--- config.mk ---
export PLATFORM = sky130hd
export DESIGN_NAME = tdc_sample_accum
export DESIGN_NICKNAME = d
export VERILOG_FILES = /design/src/rtl/tdc_sample_accum.sv
export SDC_FILE = /design/constraint.sdc
export NUM_CORES = 1
export LEC_CHECK = 0
export ABC_AREA = 1
export CAP_MARGIN = 10
export CORE_ASPECT_RATIO = 0.5
export CORE_MARGIN = 3
export CORE_UTILIZATION = 44
export DETAILED_ROUTE_END_ITERATION = 10
export HOLD_SLACK_MARGIN = 0.1
export PLACE_DENSITY = 0.77
export SYNTH_ARGS = -nofsm -noshare
export SYNTH_HDL_FRONTEND = slang
export SYNTH_SLANG_ARGS = --single-unit
--- constraint.sdc ---
create_clock -name clk -period 2.6 [get_ports clk]
set_clock_uncertainty 0.1 [all_clocks]
set_input_delay 0.52 -clock clk [delete_from_list [all_inputs] [get_ports clk]]
set_output_delay 0.52 -clock clk [all_outputs]
set_load 0.05 [all_outputs]
--- src/rtl/tdc_sample_accum.sv ---
// tdc_sample_accum
// Accumulates a window of 2**LOG2_SAMPLES TDC hamming-weight samples. It
// produces the exact sum, the sample count and a sticky over-range flag.
// A registered byte-wide readout port exposes the results.
// Define TDC_ACCUM_MINMAX_EN to also track the minimum and maximum sample.
// Without it, readout selects 4 and 5 return zero.
module tdc_sample_accum #(
  parameter  int N            = 64,
  parameter  int LOG2_SAMPLES = 8,
  localparam int HW_W         = $clog2(N) + 1
) (
  input  logic            clk,
  input  logic            rst_n,
  input  logic            start,
  input  logic            hw_valid,
  input  logic [HW_W-1:0] hw_in,
  input  logic [2:0]      rd_sel,
  output logic [7:0]      rd_data,
  output logic            busy,
  output logic            done
);

  localparam int SUM_W = HW_W + LOG2_SAMPLES;
  localparam logic [HW_W-1:0] N_HW = HW_W'(N);

  if (SUM_W > 32) begin : g_sum_width_check
    $error("tdc_sample_accum: HW_W + LOG2_SAMPLES must not exceed 32");
  end

  typedef enum logic [1:0] {IDLE, ACCUM, DONE} state_t;

  state_t                  state_q;
  logic                    busy_q, done_q;
  logic [SUM_W-1:0]        sum_q, sum_d;
  logic [LOG2_SAMPLES-1:0] count_q, count_d;
  logic                    ovf_q, ovf_d;
  logic [7:0]              rd_q, rd_d;

  logic                    accept;
  logic                    overRange;
  logic [HW_W-1:0]         sample;
  logic [31:0]             sum32;

  // A sample is only taken inside a window, and start always wins the cycle.
  assign accept    = (state_q == ACCUM) && hw_valid && !start;
  assign overRange = hw_in > N_HW;
  assign sample    = overRange ? N_HW : hw_in;
  assign sum32     = 32'(sum_q);

`ifdef TDC_ACCUM_MINMAX_EN
  logic [HW_W-1:0] min_q, min_d;
  logic [HW_W-1:0] max_q, max_d;

  // Min/max next-state: reset to the empty-window values on start.
  always_comb begin
    min_d = min_q;
    max_d = max_q;
    if (start) begin
      min_d = N_HW;
      max_d = '0;
    end else if (accept) begin
      if (sample < min_q) min_d = sample;
      if (sample > max_q) max_d = sample;
    end
  end

  // Min/max registers.
  always_ff @(posedge clk) begin
    if (!rst_n) begin
      min_q <= N_HW;
      max_q <= '0;
    end else begin
      min_q <= min_d;
      max_q <= max_d;
    end
  end
`endif

  // Window control: the last sample of a window moves the FSM into DONE.
  always_ff @(posedge clk) begin
    if (!rst_n) begin
      state_q <= IDLE;
      busy_q  <= 1'b0;
      done_q  <= 1'b0;
    end else if (start) begin
      state_q <= ACCUM;
      busy_q  <= 1'b1;
      done_q  <= 1'b0;
    end else begin
      case (state_q)
        ACCUM: begin
          if (accept && (count_q == '1)) begin
            state_q <= DONE;
            busy_q  <= 1'b0;
            done_q  <= 1'b1;
          end
        end
        default: begin
          state_q <= state_q;
          busy_q  <= busy_q;
          done_q  <= done_q;
        end
      endcase
    end
  end

  // Accumulator next-state; the count wraps to zero as the window fills.
  always_comb begin
    sum_d   = sum_q;
    count_d = count_q;
    ovf_d   = ovf_q;
    if (start) begin
      sum_d   = '0;
      count_d = '0;
      ovf_d   = 1'b0;
    end else if (accept) begin
      sum_d   = sum_q + SUM_W'(sample);
      count_d = count_q + 1'b1;
      ovf_d   = ovf_q | overRange;
    end
  end

  // Accumulator registers.
  always_ff @(posedge clk) begin
    if (!rst_n) begin
      sum_q   <= '0;
      count_q <= '0;
      ovf_q   <= 1'b0;
    end else begin
      sum_q   <= sum_d;
      count_q <= count_d;
      ovf_q   <= ovf_d;
    end
  end

  // Readout mux; it shows live values, so a read during a window sees partial results.
  always_comb begin
    rd_d = 8'h00;
    case (rd_sel)
      3'd0: rd_d = sum32[7:0];
      3'd1: rd_d = sum32[15:8];
      3'd2: rd_d = sum32[23:16];
      3'd3: rd_d = sum32[31:24];
`ifdef TDC_ACCUM_MINMAX_EN
      3'd4: rd_d = 8'(min_q);
      3'd5: rd_d = 8'(max_q);
`else
      3'd4: rd_d = 8'h00;
      3'd5: rd_d = 8'h00;
`endif
      3'd6: rd_d = 8'(count_q);
      3'd7: rd_d = {5'b0, ovf_q, done_q, busy_q};
      default: rd_d = 8'h00;
    endcase
  end

  // Readout register.
  always_ff @(posedge clk) begin
    if (!rst_n) rd_q <= 8'h00;
    else        rd_q <= rd_d;
  end

  assign rd_data = rd_q;
  assign busy    = busy_q;
  assign done    = done_q;

endmodule

==> results.py <==
metrics = {
    "run_status": {
        "status": "finished clean",
    },
    "timing": {
        "fin_crit_sh_pct": 93.4,
        "finalHoldViolCount": 0,
        "setup_viol": 0,
        "slew_violations": 0,
        "tightest_slew_ns": 0.500,
        "slew_headroom_pct": 66.6,
        "fmaxAchievable_ghz": 0.412,
        "rsz0062_at_grt": "true",
        "fin_setup_tns_ns": 0,
        "min_period_ns": 2.43,
    },
    "synth": {
        "synth_nets": 320,
        "synth_top_family_by_area": "simple AND/OR/NAND/NOR gates",
        "syn_inst": 296,
        "ys_seq_area_share_pct": 34.1,
        "syn_area_sq_um": 1990,
        "synth_area_per_cell_sq_um": 6.73,
        "synth_compound_area_share_pct": 16.1,
        "synth.area.mux_share_pct": 0,
        "ys_seq_elements": 34,
        "synth_cell_types": 28,
        "yosys_warnings": 0,
        "synthXorXnorAreaFrac_pct": 1.32,
        "synthAdderAreaFrac_pct": 6.65,
        "yosys.area_share.simple_pct": 32.0,
    },
    "finish": {
        "num_antenna_cells": 0,
        "seqCellArea_sq_um": 681,
        "n_fill_cell": 402,
        "drive_gt1_share_pct": 13.1,
        "multi_input_area_sq_um": 1140,
        "synthToLayoutAreaGrowth_pct": 24.4,
        "final_design_area_no_fill_sq_um": 2480,
        "finalNetCount": 360,
        "fin_util_pct": 60.1,
    },
    "pwr": {
        "intPower_uw": 821,
        "p_seq_share_pct": 47.8,
        "switchingPower_uw": 309,
        "powerDensity_nw_per_um2": 456,
        "peakVddDrop_uv": 230,
        "clkPwrFrac_pct": 35.6,
        "power.leakage_nw": 1.05,
        "p_total_mw": 1.13,
        "pwr-share-comb_pct": 16.7,
        "sw_frac_of_total_pct": 27.3,
    },
    "setup_path": {
        "crit_path_start_kind": "primary input",
        "crit_type": "in2reg",
        "crit_fanout": 7,
        "cp_slowest_stage_delay_ns": 0.45,
        "crit_chain": "clkdlybuf4s50_1 > inv_1 > nand4_1 > o21ai_0 > inv_2 > nor2_1 > ha_1 > fa_2 > buf_4 > nand3_1 > nand3_2 > a21oi_1 > nor2_1",
        "cp.arrival_ns": 2.52,
        "required_ns": 2.69,
        "worstSetupEndpointType": "flip-flop",
        "crit_path_frequent_cell": "nor2_1",
        "crit_slowest_cell": "clkdlybuf4s50_1",
        "cp_num_buf_inv": 4,
        "crit_family": "buffers and inverters",
    },
    "grt": {
        "grt_pass1_vias": 1884,
        "antenna_found_initial": 0,
        "grt_start_max_net_pins": 23,
        "grt_usage_pct": 20.9,
        "grt_first_pass_wirelength_mm": 8.78,
        "overflow": 0,
    },
    "detailed_routing": {
        "first_iter_violations": 151,
        "totalWireLength_mm": 5.23,
        "dr.pass1.iters": 4,
        "wl_per_cell_um": 13.4,
        "drc": 0,
        "final_antenna_net_count": 0,
        "vias": 2023,
        "viasPerCell": 5.17,
    },
    "floorplanning": {
        "ios": 24,
        "die_w_um": 101,
        "start_util_pct": 48.3,
        "dieArea_sq_um": 5420,
        "core_area_sq_um": 4120,
        "num_rows": 16,
        "dieHeight_um": 53.6,
    },
    "run": {
        "cap_violations": 0,
    },
    "place": {
        "hpwl_mm": 3.87,
        "port_buffers": 23,
        "placed_area_sq_um": 2360,
        "place.gp.congestion": 0.896,
    },
    "clocking": {
        "clk_pin_slew_worst_paths_ns": 0.07,
        "clockBufferDepth": 2,
        "clkLatencyLatePin_ns": 0.29,
        "cts_max_level": 2,
        "cts_buffers": 5,
        "clock-root-buffer": "clkbuf_8",
        "clock_sinks": 34,
        "cts_hold_buf": 0,
        "cts_tree": "built",
    },
    "hold_path": {
        "hold_path.class": "reg2reg",
    },
}
[layout make-up]
cell class                      instances  share of cell area, %
Tap cell                               54                   2.73
Multi-Input combinational cell        216                   46.0
Clock buffer                            7                   3.48
Timing Repair Buffer                   38                   13.8
Sequential cell                        34                   27.5
Clock inverter                          1                  0.202
Inverter                               41                   6.31
[registers in the layout, summed over array words and instances, names as in the netlist]
register and flops:
sum_q 15, count_q 8, rd_data 8, state_q 1
ovf_q 1, done 1
[power by group through the flow]
stage	sequential [mW]	clock, mW	combinational, mW
6_report	0.540	0.402	0.188
5_1_grt	0.541	0.433	0.206
4_1_cts	0.539	0.407	0.186
3_5_place_dp	0.551	0	0.186
3_3_place_gp	0.551	0	0.183
2_1_floorplan	0.584	0	0.0784
[layer usage]
metal / track usage [%] / vias to the layer above / part of all wire (%)
met4: 8.83 / 0 / 2.0
met5: 0 / - / 0
met3: 4.92 / 12 / 5.7
met2: 32.9 / 63 / 44
met1: 28.0 / 900 / 48
li1: - / 1048 / -
[stage by stage]
step	cells	hold WS [ns]	setup slack [ns]
after CTS	391	0.361	0.0831
after floorplan	296	0.336	0.386
after global routing	391	0.374	-0.00726
after global placement	383	0.353	-0.124
after detailed placement	383	0.351	-0.195
final	391	0.364	0.172
[what timing repair did]
action | CTS | global route
resized for setup | 0 | 8
setup buffers | 0 | 0
endpoints found under the setup margin | 0 | 10
[cell usage after synthesis]
cell,count,area (sq um)
o21ai_0,21,105
o21ai_2,1,8.76
nand2_1,51,191
nor2_1,45,169
nor2_4,1,11.3
a21oi_1,33,165
nand2_2,1,6.26
dfxtp_1,34,681
ha_1,9,113
xnor2_1,2,17.5
xor2_1,1,8.76
nor2_2,3,18.8
inv_4,1,6.26
buf_6,1,11.3
inv_2,1,3.75
or2_2,1,6.26
o22ai_1,3,18.8
fa_1,1,20.0
nand4_1,2,12.5
nand3_4,1,17.5
nand3_1,28,140
inv_1,39,146
nand3_2,4,40.0
buf_2,1,5.00
buf_4,3,22.5
a21o_1,2,15.0
nor3_1,5,25.0
a211oi_1,1,7.51
[cells in the final DEF, fill, tap and decap left out]
master,count
a21oi_2,4
ha_1,9
nand3_2,4
inv_4,1
dfxtp_1,34
or2_2,1
nor2_4,1
o22ai_1,3
clkinv_2,1
nand3_4,1
inv_1,38
a211oi_1,1
inv_2,2
xor2_1,1
xnor2_1,2
nand3_1,28
nand4_1,2
a21oi_1,29
nor2_1,45
fa_2,1
a21o_1,2
buf_4,15
o21ai_2,1
clkbuf_1,1
o21ai_0,21
nor2_2,3
nand2_2,3
clkdlybuf4s50_1,23
nand2_1,49
nor3_1,5
clkbuf_8,6
[logic make-up after synthesis]
logic type,after synthesis
xor+xnor,3
compound gates,61
simple gates,142
flops,34
buf+inv,46
fa+ha+maj,10
[worst paths after layout]
kind | to | from | slack, ns | depth (start not counted)
min reg2reg | ovf_q | ovf_q | 0.36 | 2
min | ovf_q | ovf_q | 0.36 | 2
max | sum_q[10] | hw_in[4] | 0.17 | 13
max reg2reg | sum_q[10] | sum_q[0] | 0.86 | 7
[worst reg2reg max path, cell delays in order (launching register included)]
cell     delay (ns)
dfxtp_1        0.34
ha_1           0.24
fa_2           0.34
buf_4          0.15
nand3_1        0.10
nand3_2        0.13
a21oi_1        0.17
nor2_1         0.06
Note: power is estimated with default switching activity, not from simulation.
